### src/rtl/opt_serial_rx.sv
// opt_serial_rx: asynchronous serial frame receiver (start, DATA_W data bits LSB first,
// optional even parity, one stop bit). Line polarity is selected by OPT at elaboration.
// Optional feature macro: OPT_SERIAL_RX_PARITY_EN adds an even-parity bit after the data
// bits and makes parity_err live; without it parity_err is tied low.
module opt_serial_rx #(
    parameter int unsigned OPT          = 1,
    parameter int unsigned DATA_W       = 8,
    parameter int unsigned CLKS_PER_BIT = 16
) (
    input  logic              clk,
    input  logic              rst,
    input  logic              rx,
    output logic [DATA_W-1:0] data,
    output logic              valid,
    output logic              frame_err,
    output logic              parity_err
);

    localparam int unsigned CntW = $clog2(CLKS_PER_BIT);
    localparam int unsigned IdxW = $clog2(DATA_W);
    localparam logic [CntW-1:0] HalfLoad = CntW'(CLKS_PER_BIT / 2 - 1);
    localparam logic [CntW-1:0] FullLoad = CntW'(CLKS_PER_BIT - 1);
    localparam logic [IdxW-1:0] LastIdx  = IdxW'(DATA_W - 1);
    localparam logic [1:0]      SyncIdle = (OPT == 1) ? 2'b11 : 2'b00;

    if (CLKS_PER_BIT < 4) begin : gen_bad_cpb
        $error("opt_serial_rx: CLKS_PER_BIT must be at least 4");
    end
    if (DATA_W < 5 || DATA_W > 16) begin : gen_bad_width
        $error("opt_serial_rx: DATA_W must be in 5..16");
    end

    typedef enum logic [2:0] {
        StIdle,
        StStart,
        StData,
`ifdef OPT_SERIAL_RX_PARITY_EN
        StParity,
`endif
        StStop
    } state_e;

    logic [1:0]        rs;
    logic              b;
    state_e            state_q;
    logic [CntW-1:0]   cnt_q;
    logic [IdxW-1:0]   idx_q;
    logic [DATA_W-1:0] shreg_q;
    logic [DATA_W-1:0] data_q;
    logic              seen_idle_q;
    logic              valid_q;
    logic              frame_err_q;

    // Two-flop synchronizer on the raw line, reset to the idle level
    always_ff @(posedge clk or posedge rst) begin
        if (rst) begin
            rs <= SyncIdle;
        end else begin
            rs <= {rs[0], rx};
        end
    end

    // Normalise polarity so everything below sees idle = 1, start = 0
    if (OPT == 1) begin : gen_pol_true
        assign b = rs[1];
    end else begin : gen_pol_inv
        assign b = ~rs[1];
    end

`ifdef OPT_SERIAL_RX_PARITY_EN
    logic par_bad_q;
    logic parity_err_q;
`endif

    // Frame FSM with mid-bit sampling; all output pulses registered
    always_ff @(posedge clk or posedge rst) begin
        if (rst) begin
            state_q     <= StIdle;
            cnt_q       <= '0;
            idx_q       <= '0;
            shreg_q     <= '0;
            data_q      <= '0;
            seen_idle_q <= 1'b1;
            valid_q     <= 1'b0;
            frame_err_q <= 1'b0;
`ifdef OPT_SERIAL_RX_PARITY_EN
            par_bad_q    <= 1'b0;
            parity_err_q <= 1'b0;
`endif
        end else begin
            valid_q     <= 1'b0;
            frame_err_q <= 1'b0;
`ifdef OPT_SERIAL_RX_PARITY_EN
            parity_err_q <= 1'b0;
`endif
            case (state_q)
                StIdle: begin
                    // A start edge only counts after the line has been seen idle,
                    // so a held break reports a single frame error
                    if (b) begin
                        seen_idle_q <= 1'b1;
                    end else if (seen_idle_q) begin
                        cnt_q   <= HalfLoad;
                        state_q <= StStart;
                    end
                end
                StStart: begin
                    if (cnt_q != '0) begin
                        cnt_q <= cnt_q - 1'b1;
                    end else if (b) begin
                        state_q <= StIdle;
                    end else begin
                        cnt_q   <= FullLoad;
                        idx_q   <= '0;
                        state_q <= StData;
                    end
                end
                StData: begin
                    if (cnt_q != '0) begin
                        cnt_q <= cnt_q - 1'b1;
                    end else begin
                        shreg_q[idx_q] <= b;
                        cnt_q          <= FullLoad;
                        idx_q          <= idx_q + 1'b1;
                        if (idx_q == LastIdx) begin
`ifdef OPT_SERIAL_RX_PARITY_EN
                            state_q <= StParity;
`else
                            state_q <= StStop;
`endif
                        end
                    end
                end
`ifdef OPT_SERIAL_RX_PARITY_EN
                StParity: begin
                    if (cnt_q != '0) begin
                        cnt_q <= cnt_q - 1'b1;
                    end else begin
                        // Even parity: data ones plus parity bit must be even
                        par_bad_q <= b ^ (^shreg_q);
                        cnt_q     <= FullLoad;
                        state_q   <= StStop;
                    end
                end
`endif
                StStop: begin
                    if (cnt_q != '0) begin
                        cnt_q <= cnt_q - 1'b1;
                    end else begin
                        // Leave mid stop bit so a back-to-back start is not missed
                        data_q      <= shreg_q;
                        seen_idle_q <= b;
                        state_q     <= StIdle;
                        if (!b) begin
                            frame_err_q <= 1'b1;
`ifdef OPT_SERIAL_RX_PARITY_EN
                        end else if (par_bad_q) begin
                            parity_err_q <= 1'b1;
`endif
                        end else begin
                            valid_q <= 1'b1;
                        end
                    end
                end
                default: state_q <= StIdle;
            endcase
        end
    end

    assign data      = data_q;
    assign valid     = valid_q;
    assign frame_err = frame_err_q;
`ifdef OPT_SERIAL_RX_PARITY_EN
    assign parity_err = parity_err_q;
`else
    assign parity_err = 1'b0;
`endif

endmodule
### config.mk
export PLATFORM = sky130hd
export DESIGN_NAME = opt_serial_rx
export DESIGN_NICKNAME = d
export VERILOG_FILES = /design/src/rtl/opt_serial_rx.sv
export SDC_FILE = /design/constraint.sdc
export NUM_CORES = 1
export LEC_CHECK = 0
export BUFFER_PORTS_ARGS = -buffer_cell sky130_fd_sc_hd__buf_4
export CAP_MARGIN = 20
export CORE_UTILIZATION = 60
export CTS_CLUSTER_DIAMETER = 30
export DETAILED_ROUTE_END_ITERATION = 7
export PLACE_DENSITY = 0.81
export SETUP_SLACK_MARGIN = 0.3
export SYNTH_ARGS = -nofsm -noshare
export SYNTH_HDL_FRONTEND = slang
export SYNTH_SLANG_ARGS = --single-unit
### constraint.sdc
create_clock -name clk -period 5.2 [get_ports clk]
set_input_delay 0.26 -clock clk [delete_from_list [all_inputs] [get_ports clk]]
set_output_delay 0.26 -clock clk [all_outputs]
set_load 0.1 [all_outputs]
==> metrics.log, run 1 <==
[metrics] status: complete, no violations
[metrics] most common library cell in the layout ignoring fill and taps: nand2_1
[metrics] Die Height: 51.1 um
[metrics] required time of the critical path: 5.46 ns
[metrics] Post-Layout Cell Count: 187
[metrics] number of distinct standard cells referenced by the synthesized netlist: 31
[metrics] power density of the placed cells: 492 nW/um^2
[metrics] worst reg2reg endpoint: state_q[1]$_DFFE_PP0P_
[metrics] via count of the first global-routing pass: approximately 1.0k
[metrics] worst-case clock skew: 0.0114 ns
[metrics] startpoint-to-endpoint class of the critical path: reg -> reg
[metrics] Initial Utilization: 0.648
[metrics] average vias per placed instance: 5.63
[metrics] Largest stage delay, worst path: 0.51 ns
[metrics] post-route clock period utilization: 0.411
[metrics] routability congestion estimate from global placement: between 0.8 and 0.9
[metrics] RSZ-0062 raised after global routing: no
[metrics] Setup violations, final: 0
[metrics] # rows: 17
[metrics] overall global routing resource usage: 0.256
[metrics] Synth Area per Inst: 10.1 um^2
[metrics] share of synthesized area occupied by flip-flops and latches: 0.522
[metrics] flop-to-flop setup slack: ~3 ns
[metrics] Post-Place Cells: 177
[metrics] count of boundary I/O pins: 14
[metrics] CP most frequent cell: a31oi_1
[metrics] highest achievable clock rate: about 470 MHz
[metrics] Critical Path Start: state_q[0]$_DFFE_PP0P_
[metrics] Reg2Reg Launch Point: state_q[0]$_DFFE_PP0P_
[metrics] critical path cell sequence: inv_1 -> ha_1 -> or3_1 -> a222oi_1 -> a31oi_1 -> a31oi_1
[metrics] latest clock arrival within the worst-skew pair: 0.34 ns
[metrics] sum of negative setup slack: 0 ns
[metrics] Post-CTS Resized: 0
[metrics] initial antenna violation count: 0
[metrics] Die X: 51.1 um
[metrics] Crit path arrival time: 2.40 ns
[metrics] transition at the pin with the smallest max-transition slack: 0.606 ns
[metrics] cell area after placement: 1540 um^2
[metrics] static leakage power: between 0.8 and 0.9 nW
[metrics] DIE AREA: 2610 um^2
[metrics] antenna diode instance count: 0
[metrics] maximum clock insertion buffer count: 2
[metrics] depth of the CTS H-tree: 2
[metrics] cell at the slowest stage of the critical path: a222oi_1
[metrics] number of fill cells in the layout: 165
[metrics] final setup margin: 3.06 ns
[metrics] maximum fanout count along the critical path: 7
[metrics] family with the most delay on the worst path: compound AO/OA/AOI/OAI gates
[metrics] root buffer cell: clkbuf_4
[metrics] Worst Path Buf+Inv: 1
[metrics] Hold Violations, Final: 0
[metrics] via count of the routed design: 1053
[metrics] number of nets produced by synthesis: between 150 and 200
[metrics] highest ir drop seen on vdd: roughly 0.37 mV
[metrics] pre-CTS WS: 3.11 ns
[metrics] Total Wirelength: 2710 um
[metrics] Core Footprint: 2230 um^2
[metrics] kind of path behind the tightest hold check: in -> reg
[metrics] number of DRC violations after detailed routing: 0
[metrics] Pre-Repair DR Iteration Count: 4
[metrics] synthesized cell area: 1450 um^2
[metrics] cell count after synthesis: 143
[metrics] Overflow after GRT: 0
[metrics] detailed router's first-iteration violation count: 17
[metrics] largest net degree at the start of global routing: 31
[metrics] max-capacitance violation count: 0
[metrics] Critical Path Start Type: register
[metrics] post-route cell area: 1640 um^2
[metrics] # clock sinks: 30
[metrics] average wire per standard cell: about 15 um
[metrics] synthesis-to-finish area growth: 13.7%
[metrics] number of synthesized register bits: 30
[metrics] final-stage net count: 169
[metrics] Critical Path End: state_q[1]$_DFFE_PP0P_
[metrics] final number of max-transition violations: 0
[metrics] number of warnings issued by yosys: 0
[metrics] layout cells sized above 1: 0.214
[metrics] post-CTS clock slew at the launch and capture registers of the worst setup and hold paths: 0.10 ns
[metrics] CTS buffer count: 5
[metrics] number of cell instances on the worst register-to-register path: 6
[metrics] Antenna Nets Post-Route: 0
[metrics] total half-perimeter wirelength after legalization and detailed placement: 1890 um
[metrics] total power consumption of the routed design: slightly above 800 uW
[metrics] kind of capture point of the worst setup path: register
[metrics] TritonCTS clock tree: yes
[metrics] port buffer count: 12
[metrics] wire length of the first global-routing pass: 4630 um
[metrics] shortest clock period the worst path allows after layout: 2.14 ns
[metrics] Worst slew margin: 0.594
[metrics] logic depth of the worst path, buffers included: 6
[metrics] most used cells in the layout excluding fill and tap cells: nand2_1, dfrtp_1, buf_4, nor2_1, mux2_2
[where the power goes]
part           switching, mW  leakage (nW)  internal [mW]
Clock                 0.0840        0.0343         0.0649
Combinational          0.195         0.398          0.132
Sequential            0.0504         0.394          0.283
Total                  0.329         0.826          0.479
[synthesized netlist by cell type]
cell type / number / area share
nand2_1: 29 / 0.075
dfrtp_1: 27 / 0.47
nor2_1: 11 / 0.029
mux2_2: 10 / 0.078
ha_1: 8 / 0.069
inv_1: 8 / 0.021
o21ai_0: 7 / 0.024
nor3b_1: 5 / 0.026
a21oi_1: 3 / 0.010
clkbuf_1: 3 / 0.0078
dfstp_2: 3 / 0.055
nand3b_1: 3 / 0.016
a22o_1: 2 / 0.012
a31oi_1: 2 / 0.0086
buf_2: 2 / 0.0069
nor3_1: 2 / 0.0069
nor4_1: 2 / 0.0086
o31ai_1: 2 / 0.010
or3_1: 2 / 0.0086
a21o_1: 1 / 0.0052
a222oi_1: 1 / 0.0069
a22oi_1: 1 / 0.0052
and3_1: 1 / 0.0043
buf_4: 1 / 0.0052
conb_1: 1 / 0.0026
nand2b_1: 1 / 0.0043
nand3_1: 1 / 0.0035
nor4b_1: 1 / 0.0061
o211ai_1: 1 / 0.0052
o22a_1: 1 / 0.0061
or3b_1: 1 / 0.0061
[per-layer routing]
| layer | vias up | routed length, um | GRT usage |
|---|---|---|---|
| met5 | - | 0 | 0 |
| met4 | 0 | 53 | 0.111 |
| met3 | 6 | 136 | 0.0982 |
| met2 | 27 | 1290 | 0.410 |
| met1 | 503 | 1240 | 0.305 |
| li1 | 517 | - | - |
[through the flow]
stage	hold WS [ns]	util
6_report	0.0276	0.736
3_3_place_gp	0.348	0.691
5_1_grt	0.00473	0.736
2_1_floorplan	0.264	-
4_1_cts	0.0173	0.719
3_5_place_dp	0.351	0.691
[repair_timing]
item                      in CTS  in global routing
hold endpoints to repair       0                  9
hold buffers                   0                  1
setup buffers                  0                  0
[worst min path at each step]
stage / startpoint / end / slack, ns / cells after the start
6_report: rx / rs[0]$_DFF_PP1_ / 0.03 / 1
3_5_place_dp: rs[0]$_DFF_PP1_ / rs[1]$_DFF_PP1_ / 0.35 / 0
3_3_place_gp: rs[0]$_DFF_PP1_ / rs[1]$_DFF_PP1_ / 0.35 / 0
5_1_grt: rx / rs[0]$_DFF_PP1_ / 0.005 / 1
2_1_floorplan: rx / rs[0]$_DFF_PP1_ / 0.26 / 0
4_1_cts: rx / rs[0]$_DFF_PP1_ / 0.02 / 1
[flip-flops by register name, indices dropped and copies added (netlist names)]
register,count
cnt_q,4
data,8
frame_err,1
idx_q,3
rs,2
seen_idle_q,1
shreg_q,8
state_q,2
valid,1
[cells by family (layout without fill, tap and decap cells)]
group,Yosys count,count (layout),synth area share
simple gates,59,59,0.194
flops,30,30,0.522
compound gates,21,21,0.0943
buf+inv,14,30,0.0407
mux,10,10,0.0779
fa+ha+maj,8,8,0.0692
other cells,1,1,0.00259
[area by class of cell]
class	instances	area (um^2)	area share
well taps	28	35.0	0.0213
inverters	8	30.0	0.0183
clock buffers	6	51.3	0.0312
clock inverters	2	12.5	0.00761
multi-input cells	99	633	0.385
flip-flops and latches	30	754	0.459
repair buffers	14	128	0.0776
(Power assumes the default switching activity.)
==> run 2: changes to the inputs <==
--- a/config.mk
+++ b/config.mk
@@ -7,10 +7,10 @@
 export LEC_CHECK = 0
 export BUFFER_PORTS_ARGS = -buffer_cell sky130_fd_sc_hd__buf_4
 export CAP_MARGIN = 20
-export CORE_UTILIZATION = 60
+export CORE_UTILIZATION = 57
 export CTS_CLUSTER_DIAMETER = 30
 export DETAILED_ROUTE_END_ITERATION = 7
-export PLACE_DENSITY = 0.81
+export PLACE_DENSITY = 0.77
 export SETUP_SLACK_MARGIN = 0.3
 export SYNTH_ARGS = -nofsm -noshare
 export SYNTH_HDL_FRONTEND = slang
==> constraint.sdc (replaced) <==
create_clock -name clk -period 2.2 [get_ports clk]
set_input_delay 0.11 -clock clk [delete_from_list [all_inputs] [get_ports clk]]
set_output_delay 0.11 -clock clk [all_outputs]
set_load 0.1 [all_outputs]
==> metrics.log, run 2 (synthesis gave the netlist of run 1 again) <==
[metrics] CP most frequent cell: a31oi_1 (unchanged)
[metrics] Antenna Nets Post-Route: 0 (unchanged)
[metrics] port buffer count: 12 (unchanged)
[metrics] final number of max-transition violations: 0 (unchanged)
[metrics] depth of the CTS H-tree: 2 (unchanged)
[metrics] overall global routing resource usage: 0.243 (was 0.256)
[metrics] Setup violations, final: 0 (unchanged)
[metrics] Total Wirelength: 3060 um (was 2710 um)
[metrics] post-route clock period utilization: 0.904 (was 0.411)
[metrics] kind of path behind the tightest hold check: reg -> reg (was in -> reg)
[metrics] routability congestion estimate from global placement: 0.837 (was 0.849)
[metrics] required time of the critical path: 2.45 ns (was 5.46 ns)
[metrics] detailed router's first-iteration violation count: 38 (was 17)
[metrics] # rows: 17 (unchanged)
[metrics] RSZ-0062 raised after global routing: yes (was no)
[metrics] critical path cell sequence: inv_1 -> ha_4 -> or3_1 -> a222oi_1 -> buf_4 -> a31oi_1 -> a31oi_1 (was inv_1 -> ha_1 -> or3_1 -> a222oi_1 -> a31oi_1 -> a31oi_1)
[metrics] power density of the placed cells: 1200 nW/um^2 (was 492 nW/um^2)
[metrics] family with the most delay on the worst path: compound AO/OA/AOI/OAI gates (unchanged)
[metrics] Die X: 52.4 um (was 51.1 um)
[metrics] worst-case clock skew: 0.0131 ns (was 0.0114 ns)
[metrics] layout cells sized above 1: 0.327 (was 0.214)
[metrics] Crit path arrival time: 2.24 ns (was 2.40 ns)
[metrics] Initial Utilization: 0.630 (was 0.648)
[metrics] maximum clock insertion buffer count: 2 (unchanged)
[metrics] total half-perimeter wirelength after legalization and detailed placement: 1840 um (was 1890 um)
[metrics] wire length of the first global-routing pass: 4520 um (was 4630 um)
[metrics] highest ir drop seen on vdd: 1.01 mV (was 0.370 mV)
[metrics] cell area after placement: 1560 um^2 (was 1540 um^2)
[metrics] Critical Path Start Type: register (unchanged)
[metrics] Overflow after GRT: 0 (unchanged)
[metrics] status: complete, no violations (unchanged)
[metrics] most used cells in the layout excluding fill and tap cells: nand2_1, dfrtp_1, buf_4, nor2_1, mux2_2 (unchanged)
[metrics] via count of the first global-routing pass: 1027 (was 1023)
[metrics] Core Footprint: 2300 um^2 (was 2230 um^2)
[metrics] # clock sinks: 30 (unchanged)
[metrics] maximum fanout count along the critical path: 6 (was 7)
[metrics] sum of negative setup slack: 0 ns (unchanged)
[metrics] most common library cell in the layout ignoring fill and taps: nand2_1 (unchanged)
[metrics] Hold Violations, Final: 0 (unchanged)
[metrics] Die Height: 52.4 um (was 51.1 um)
[metrics] DIE AREA: 2740 um^2 (was 2610 um^2)
[metrics] via count of the routed design: 1136 (was 1053)
[metrics] average wire per standard cell: 15.6 um (was 14.5 um)
[metrics] highest achievable clock rate: 503 MHz (was 468 MHz)
[metrics] Largest stage delay, worst path: 0.46 ns (was 0.51 ns)
[metrics] TritonCTS clock tree: yes (unchanged)
[metrics] startpoint-to-endpoint class of the critical path: reg -> reg (unchanged)
[metrics] post-route cell area: 1770 um^2 (was 1640 um^2)
[metrics] final-stage net count: 178 (was 169)
[metrics] kind of capture point of the worst setup path: register (unchanged)
[metrics] initial antenna violation count: 0 (unchanged)
[metrics] root buffer cell: clkbuf_4 (unchanged)
[metrics] static leakage power: 0.868 nW (was 0.826 nW)
[metrics] number of DRC violations after detailed routing: 0 (unchanged)
[metrics] Worst Path Buf+Inv: 2 (was 1)
[metrics] count of boundary I/O pins: 14 (unchanged)
[metrics] Pre-Repair DR Iteration Count: 4 (unchanged)
[metrics] post-CTS clock slew at the launch and capture registers of the worst setup and hold paths: 0.10 ns (about the same)
[metrics] synthesis-to-finish area growth: 22.1% (was 13.7%)
[metrics] max-capacitance violation count: 0 (unchanged)
[metrics] shortest clock period the worst path allows after layout: 1.99 ns (was 2.14 ns)
[metrics] antenna diode instance count: 0 (unchanged)
[metrics] flop-to-flop setup slack: 0.21 ns (was 3.06 ns)
[metrics] CTS buffer count: 5 (unchanged)
[metrics] largest net degree at the start of global routing: 31 (unchanged)
[metrics] cell at the slowest stage of the critical path: dfrtp_2 (was a222oi_1)
[metrics] latest clock arrival within the worst-skew pair: 0.33 ns (was 0.34 ns)
[metrics] average vias per placed instance: 5.80 (was 5.63)
[run 2: cell count changes in the layout (fill, tap and decap cells not counted), sizes merged]
cell / before / now
buf: 13 / 21
clkinv: 1 / 2
clkinvlp: 1 / 0
dlygate4sd3: 1 / 2
[run 2: path summary, 6_finish.rpt]
| check | start | to | cells past startpoint |
|---|---|---|---|
| worst max register to register | state_q[1]$_DFFE_PP0P_ | state_q[1]$_DFFE_PP0P_ | 7 |
| min in group asynchronous | rst | shreg_q[4]$_DFFE_PP0P_ | 4 |
| worst max-delay path | state_q[1]$_DFFE_PP0P_ | state_q[1]$_DFFE_PP0P_ | 7 |
| max in group asynchronous | rst | seen_idle_q$_DFFE_PP1P_ | 4 |
| worst min-delay path | rs[0]$_DFF_PP1_ | rs[1]$_DFF_PP1_ | 0 |
| worst min register to register | rs[0]$_DFF_PP1_ | rs[1]$_DFF_PP1_ | 0 |
[run 2: metrics by stage]
| step | instances | setup WS, ns | util | total power [mW] | hold slack [ns] |
|---|---|---|---|---|---|
| global placement | 179 | 0.253 | 0.678 | 1.51 | 0.207 |
| floorplan | 143 | 0.324 | - | 1.39 | 0.114 |
| finish | 196 | 0.210 | 0.769 | 2.12 | 0.359 |
| detailed placement | 179 | 0.145 | 0.678 | 1.56 | 0.219 |
| CTS | 192 | 0.271 | 0.728 | 1.94 | 0.361 |
| global route | 196 | 0.177 | 0.769 | 2.26 | 0.362 |
[run 2: final cells by class]
class / instances / area, um^2
Sequential cell: 30 / 756
Multi-Input combinational cell: 99 / 713
Fill cell: 154 / 531
Timing Repair Buffer: 23 / 181
Clock buffer: 6 / 41.3
Tap cell: 28 / 35.0
Inverter: 8 / 30.0
Clock inverter: 2 / 10.0
[run 2: what timing repair did]
action	4_1_cts	5_1_grt
pin swaps	1	1
endpoints found under the setup margin	9	11
hold buffers	2	0
resized for setup	5	14
setup buffers	3	4
endpoints found under the hold margin	28	0
[run 2: layer usage]
layer	wire, um	track usage
met1	1360	0.279
met2	1530	0.386
met3	91	0.0957
met4	79	0.127
met5	0	0
[run 2: worst register-to-register path, delay by kind of cell (launching register included)]
kind            cells  cell delay, ns
compound gates      3            0.60
flops               1            0.46
buf+inv             2            0.32
simple gates        1            0.33
fa+ha+maj           1            0.20
[run 2: where the power goes]
part,switching (mW),internal [mW]
Combinational,0.553,0.461
Sequential,0.132,0.670
Clock,0.186,0.121
==> run 3: changes to the inputs <==
--- a/config.mk
+++ b/config.mk
@@ -5,12 +5,14 @@
 export SDC_FILE = /design/constraint.sdc
 export NUM_CORES = 1
 export LEC_CHECK = 0
+export ABC_AREA = 1
+export ABC_CLOCK_PERIOD_IN_PS = 2200
 export BUFFER_PORTS_ARGS = -buffer_cell sky130_fd_sc_hd__buf_4
 export CAP_MARGIN = 20
-export CORE_UTILIZATION = 57
+export CORE_UTILIZATION = 58
 export CTS_CLUSTER_DIAMETER = 30
 export DETAILED_ROUTE_END_ITERATION = 7
-export PLACE_DENSITY = 0.77
+export PLACE_DENSITY = 0.78
 export SETUP_SLACK_MARGIN = 0.3
 export SYNTH_ARGS = -nofsm -noshare
 export SYNTH_HDL_FRONTEND = slang
==> constraint.sdc (replaced) <==
create_clock -name clk -period 2.2 [get_ports clk]
set_input_delay 0.11 -clock clk [delete_from_list [all_inputs] [get_ports clk]]
set_output_delay 0.11 -clock clk [all_outputs]
set_load 0.01 [all_outputs]
==> metrics.log, run 3 <==
[metrics] maximum fanout count along the critical path: 7 (was 6)
[metrics] highest ir drop seen on vdd: 0.855 mV (was 1.01 mV)
[metrics] Reg2Reg Launch Point: state_q[0]$_DFFE_PP0P_ (was state_q[1]$_DFFE_PP0P_)
[metrics] combinational power share: 0.415 (was 0.477)
[metrics] average wire per standard cell: 11.4 um (was 15.6 um)
[metrics] root buffer cell: clkbuf_4 (unchanged)
[metrics] predominant post-synthesis flop cell: dfrtp_1 (unchanged)
[metrics] Post-Layout Cell Count: 242 (was 196)
[metrics] internal power of the cells: 1.08 mW (was 1.25 mW)
[metrics] launch instance of the worst min-delay path: rs[0]$_DFF_PP1_ (unchanged)
[metrics] number of nets produced by synthesis: 206 (was 154)
[metrics] average vias per placed instance: 5.12 (was 5.80)
[metrics] port buffer count: 12 (unchanged)
[metrics] Die X: 53.7 um (was 52.4 um)
[metrics] Initial Utilization: 0.620 (was 0.630)
[metrics] power density of the placed cells: 1090 nW/um^2 (was 1200 nW/um^2)
[metrics] layout cells sized above 1: 0.146 (was 0.327)
[metrics] cell area after placement: 1630 um^2 (was 1560 um^2)
[metrics] FFs w/ async S/R, synth: 1.00 (unchanged)
[metrics] Pre-Repair DR Iteration Count: 4 (unchanged)
[metrics] final setup margin: 0.565 ns (was 0.210 ns)
[metrics] depth of the CTS H-tree: 2 (unchanged)
[metrics] Total Wirelength: 2750 um (was 3060 um)
[metrics] cell with the most instances after synthesis: nand2_1 (unchanged)
[metrics] overall global routing resource usage: 0.233 (was 0.243)
[metrics] hold path cells: 0 (unchanged)
[metrics] DIE AREA: 2880 um^2 (was 2740 um^2)
[metrics] Die Height: 53.7 um (was 52.4 um)
[metrics] pre-CTS WS: 0.496 ns (was 0.145 ns)
[metrics] leading post-synthesis cells by cell area: dfrtp_1, nand2_1, ha_1 (was dfrtp_1, mux2_2, nand2_1)
[metrics] number of DRC violations after detailed routing: 0 (unchanged)
[metrics] synthesis-to-finish area growth: 10.7% (was 22.1%)
[metrics] post-CTS clock slew at the launch and capture registers of the worst setup and hold paths: 0.09 ns (was 0.10 ns)
[metrics] cell count after synthesis: 195 (was 143)
[metrics] CTS buffer count: 5 (unchanged)
[metrics] static leakage power: 0.943 nW (was 0.868 nW)
[metrics] Critical Path Start: state_q[0]$_DFFE_PP0P_ (was state_q[1]$_DFFE_PP0P_)
[metrics] number of synthesized register bits: 30 (unchanged)
[metrics] minimum hold slack: 0.360 ns (was 0.359 ns)
[metrics] number of distinct standard cells referenced by the synthesized netlist: 20 (was 31)
[metrics] number of fill cells in the layout: 212 (was 154)
[metrics] count of boundary I/O pins: 14 (unchanged)
[metrics] synthesized cell area: 1550 um^2 (was 1450 um^2)
[metrics] Synth Area per Inst: 7.95 um^2 (was 10.1 um^2)
[metrics] TritonCTS clock tree: yes (unchanged)
[metrics] post-route clock period utilization: 0.743 (was 0.904)
[metrics] maximum clock insertion buffer count: 2 (unchanged)
[metrics] Core Footprint: 2500 um^2 (was 2300 um^2)
[metrics] Critical Path Start Type: register (unchanged)
[metrics] initial antenna violation count: 0 (unchanged)
[metrics] dominant cell type by area after synthesis: dfrtp_1 (unchanged)
[metrics] share of power burned in registers: 0.404 (was 0.378)
[metrics] number of warnings issued by yosys: 0 (unchanged)
[metrics] detailed router's first-iteration violation count: 27 (was 38)
[metrics] # clock sinks: 30 (unchanged)
[metrics] # rows: 18 (was 17)
[metrics] Final Util: 0.687 (was 0.769)
[metrics] Crit path arrival time: 1.87 ns (was 2.24 ns)
[metrics] routability congestion estimate from global placement: 0.863 (was 0.837)
[metrics] largest net degree at the start of global routing: 31 (unchanged)
[metrics] Setup violations, final: 0 (unchanged)
[metrics] via count of the routed design: 1240 (was 1136)
[metrics] kind of capture point of the worst setup path: register (unchanged)
[metrics] final number of max-transition violations: 0 (unchanged)
[metrics] post-route cell area: 1720 um^2 (was 1770 um^2)
[metrics] Post-Place Cells: 232 (was 179)
[metrics] via count of the first global-routing pass: 1148 (was 1027)
[metrics] startpoint-to-endpoint class of the critical path: reg -> reg (unchanged)
[metrics] latest clock arrival within the worst-skew pair: 0.33 ns (about the same)
[metrics] sum of negative setup slack: 0 ns (unchanged)
[metrics] status: complete, no violations (unchanged)
[metrics] number of flops mapped to enable cells by yosys: 0 (unchanged)
[metrics] required time of the critical path: 2.44 ns (was 2.45 ns)
[metrics] max-capacitance violation count: 0 (unchanged)
[metrics] total half-perimeter wirelength after legalization and detailed placement: 2000 um (was 1840 um)
[metrics] antenna diode instance count: 0 (unchanged)
[metrics] net switching share of the total power: 0.419 (was 0.411)
[metrics] final-stage net count: 222 (was 178)
[metrics] kind of path behind the tightest hold check: reg -> reg (unchanged)
[metrics] list of most frequent post-synthesis cells: nand2_1, dfrtp_1, nand3_1, inv_1, nor2_1 (was nand2_1, dfrtp_1, nor2_1, mux2_2)
[metrics] most common library cell in the layout ignoring fill and taps: nand2_1 (unchanged)
[metrics] Antenna Nets Post-Route: 0 (unchanged)
[metrics] shortest clock period the worst path allows after layout: 1.63 ns (was 1.99 ns)
[metrics] Overflow after GRT: 0 (unchanged)
[metrics] total power consumption of the routed design: 1.87 mW (was 2.12 mW)
[metrics] RSZ-0062 raised after global routing: no (was yes)
[metrics] highest achievable clock rate: 612 MHz (was 503 MHz)
[metrics] clock share of power: 0.181 (was 0.145)
[metrics] share of synthesized area occupied by flip-flops and latches: 0.487 (was 0.522)
[metrics] wire length of the first global-routing pass: 4760 um (was 4520 um)
[metrics] post-synth top area share: 0.436 (was 0.467)
[metrics] Hold Violations, Final: 0 (unchanged)
[metrics] most used cells in the layout excluding fill and tap cells: nand2_1, dfrtp_1, nand3_1, inv_1, nor2_1 (was nand2_1, dfrtp_1, buf_4, nor2_1, mux2_2)
[metrics] number of cell instances on the worst register-to-register path: 8 (was 7)
[metrics] worst-case clock skew: 0.0120 ns (was 0.0131 ns)
[metrics] NetSw: 783 uW (was 872 uW)
[run 3: changes by cell type after synthesis, sizes merged, moves of 9 or more]
cell,change
nand2,+34
nand3,+19
inv,+13
mux2,-10
nor2,+9
o21ai,+9
[run 3: logic make-up (layout without fill, tap and decap cells)]
kind of cell,Yosys count,in the layout,synth area share
AND/OR/NAND/NOR,105,105,0.283
flip-flops,30,30,0.487
buffers and inverters,27,44,0.0839
AO/OA/AOI/OAI,24,24,0.0791
adder cells (fa/ha/maj),8,8,0.0646
other,1,1,0.00242
[run 3: final timing paths]
| check | end | slack (ns) |
|---|---|---|
| max reg2reg | idx_q[2]$_DFFE_PP0P_ | 0.57 |
| min reg2reg | rs[1]$_DFF_PP1_ | 0.36 |
| max | idx_q[2]$_DFFE_PP0P_ | 0.57 |
| min | rs[1]$_DFF_PP1_ | 0.36 |
| max in group asynchronous | rs[0]$_DFF_PP1_ | 1.47 |
| min in group asynchronous | data[6]$_DFFE_PP0P_ | 0.41 |
[run 3: cell type report]
type / count / area [um^2] / share of cell area
Clock buffer: 7 / 55.1 / 0.0321
Clock inverter: 1 / 5.00 / 0.00292
Inverter: 21 / 78.8 / 0.0459
Multi-Input combinational cell: 138 / 668 / 0.389
Sequential cell: 30 / 754 / 0.440
Tap cell: 30 / 37.5 / 0.0219
Timing Repair Buffer: 15 / 118 / 0.0685
[run 3: power by group through the flow]
| stage | Combinational, mW | Sequential [mW] | Clock [mW] |
|---|---|---|---|
| 6_report | 0.774 | 0.755 | 0.338 |
| 5_1_grt | 0.925 | 0.770 | 0.369 |
| 4_1_cts | 0.777 | 0.752 | 0.348 |
| 3_5_place_dp | 0.770 | 0.763 | 0 |
| 3_3_place_gp | 0.745 | 0.758 | 0 |
| 2_1_floorplan | 0.638 | 0.746 | 0 |
[run 3: what timing repair did]
item / 4_1_cts / 5_1_grt
gates resized for setup: 0 / 1
hold buffers: 2 / 0
hold endpoints to repair: 28 / 0
setup buffers: 0 / 0
endpoints found under the setup margin: 0 / 2
[run 3: critical path, stage by stage (launching register included)]
cell     delay [ns]
dfrtp_1        0.44
inv_1          0.12
ha_1           0.31
inv_1          0.09
nand2_1        0.08
nand2_1        0.05
nor2_1         0.26
nand3_1        0.10
o21ai_0        0.10
[run 3: layer usage]
layer / up-vias / global-route usage / share of wire
li1: 647 / - / -
met1: 558 / 0.304 / 0.51
met2: 28 / 0.350 / 0.43
met3: 7 / 0.0706 / 0.043
met4: 0 / 0.114 / 0.017
met5: - / 0 / 0
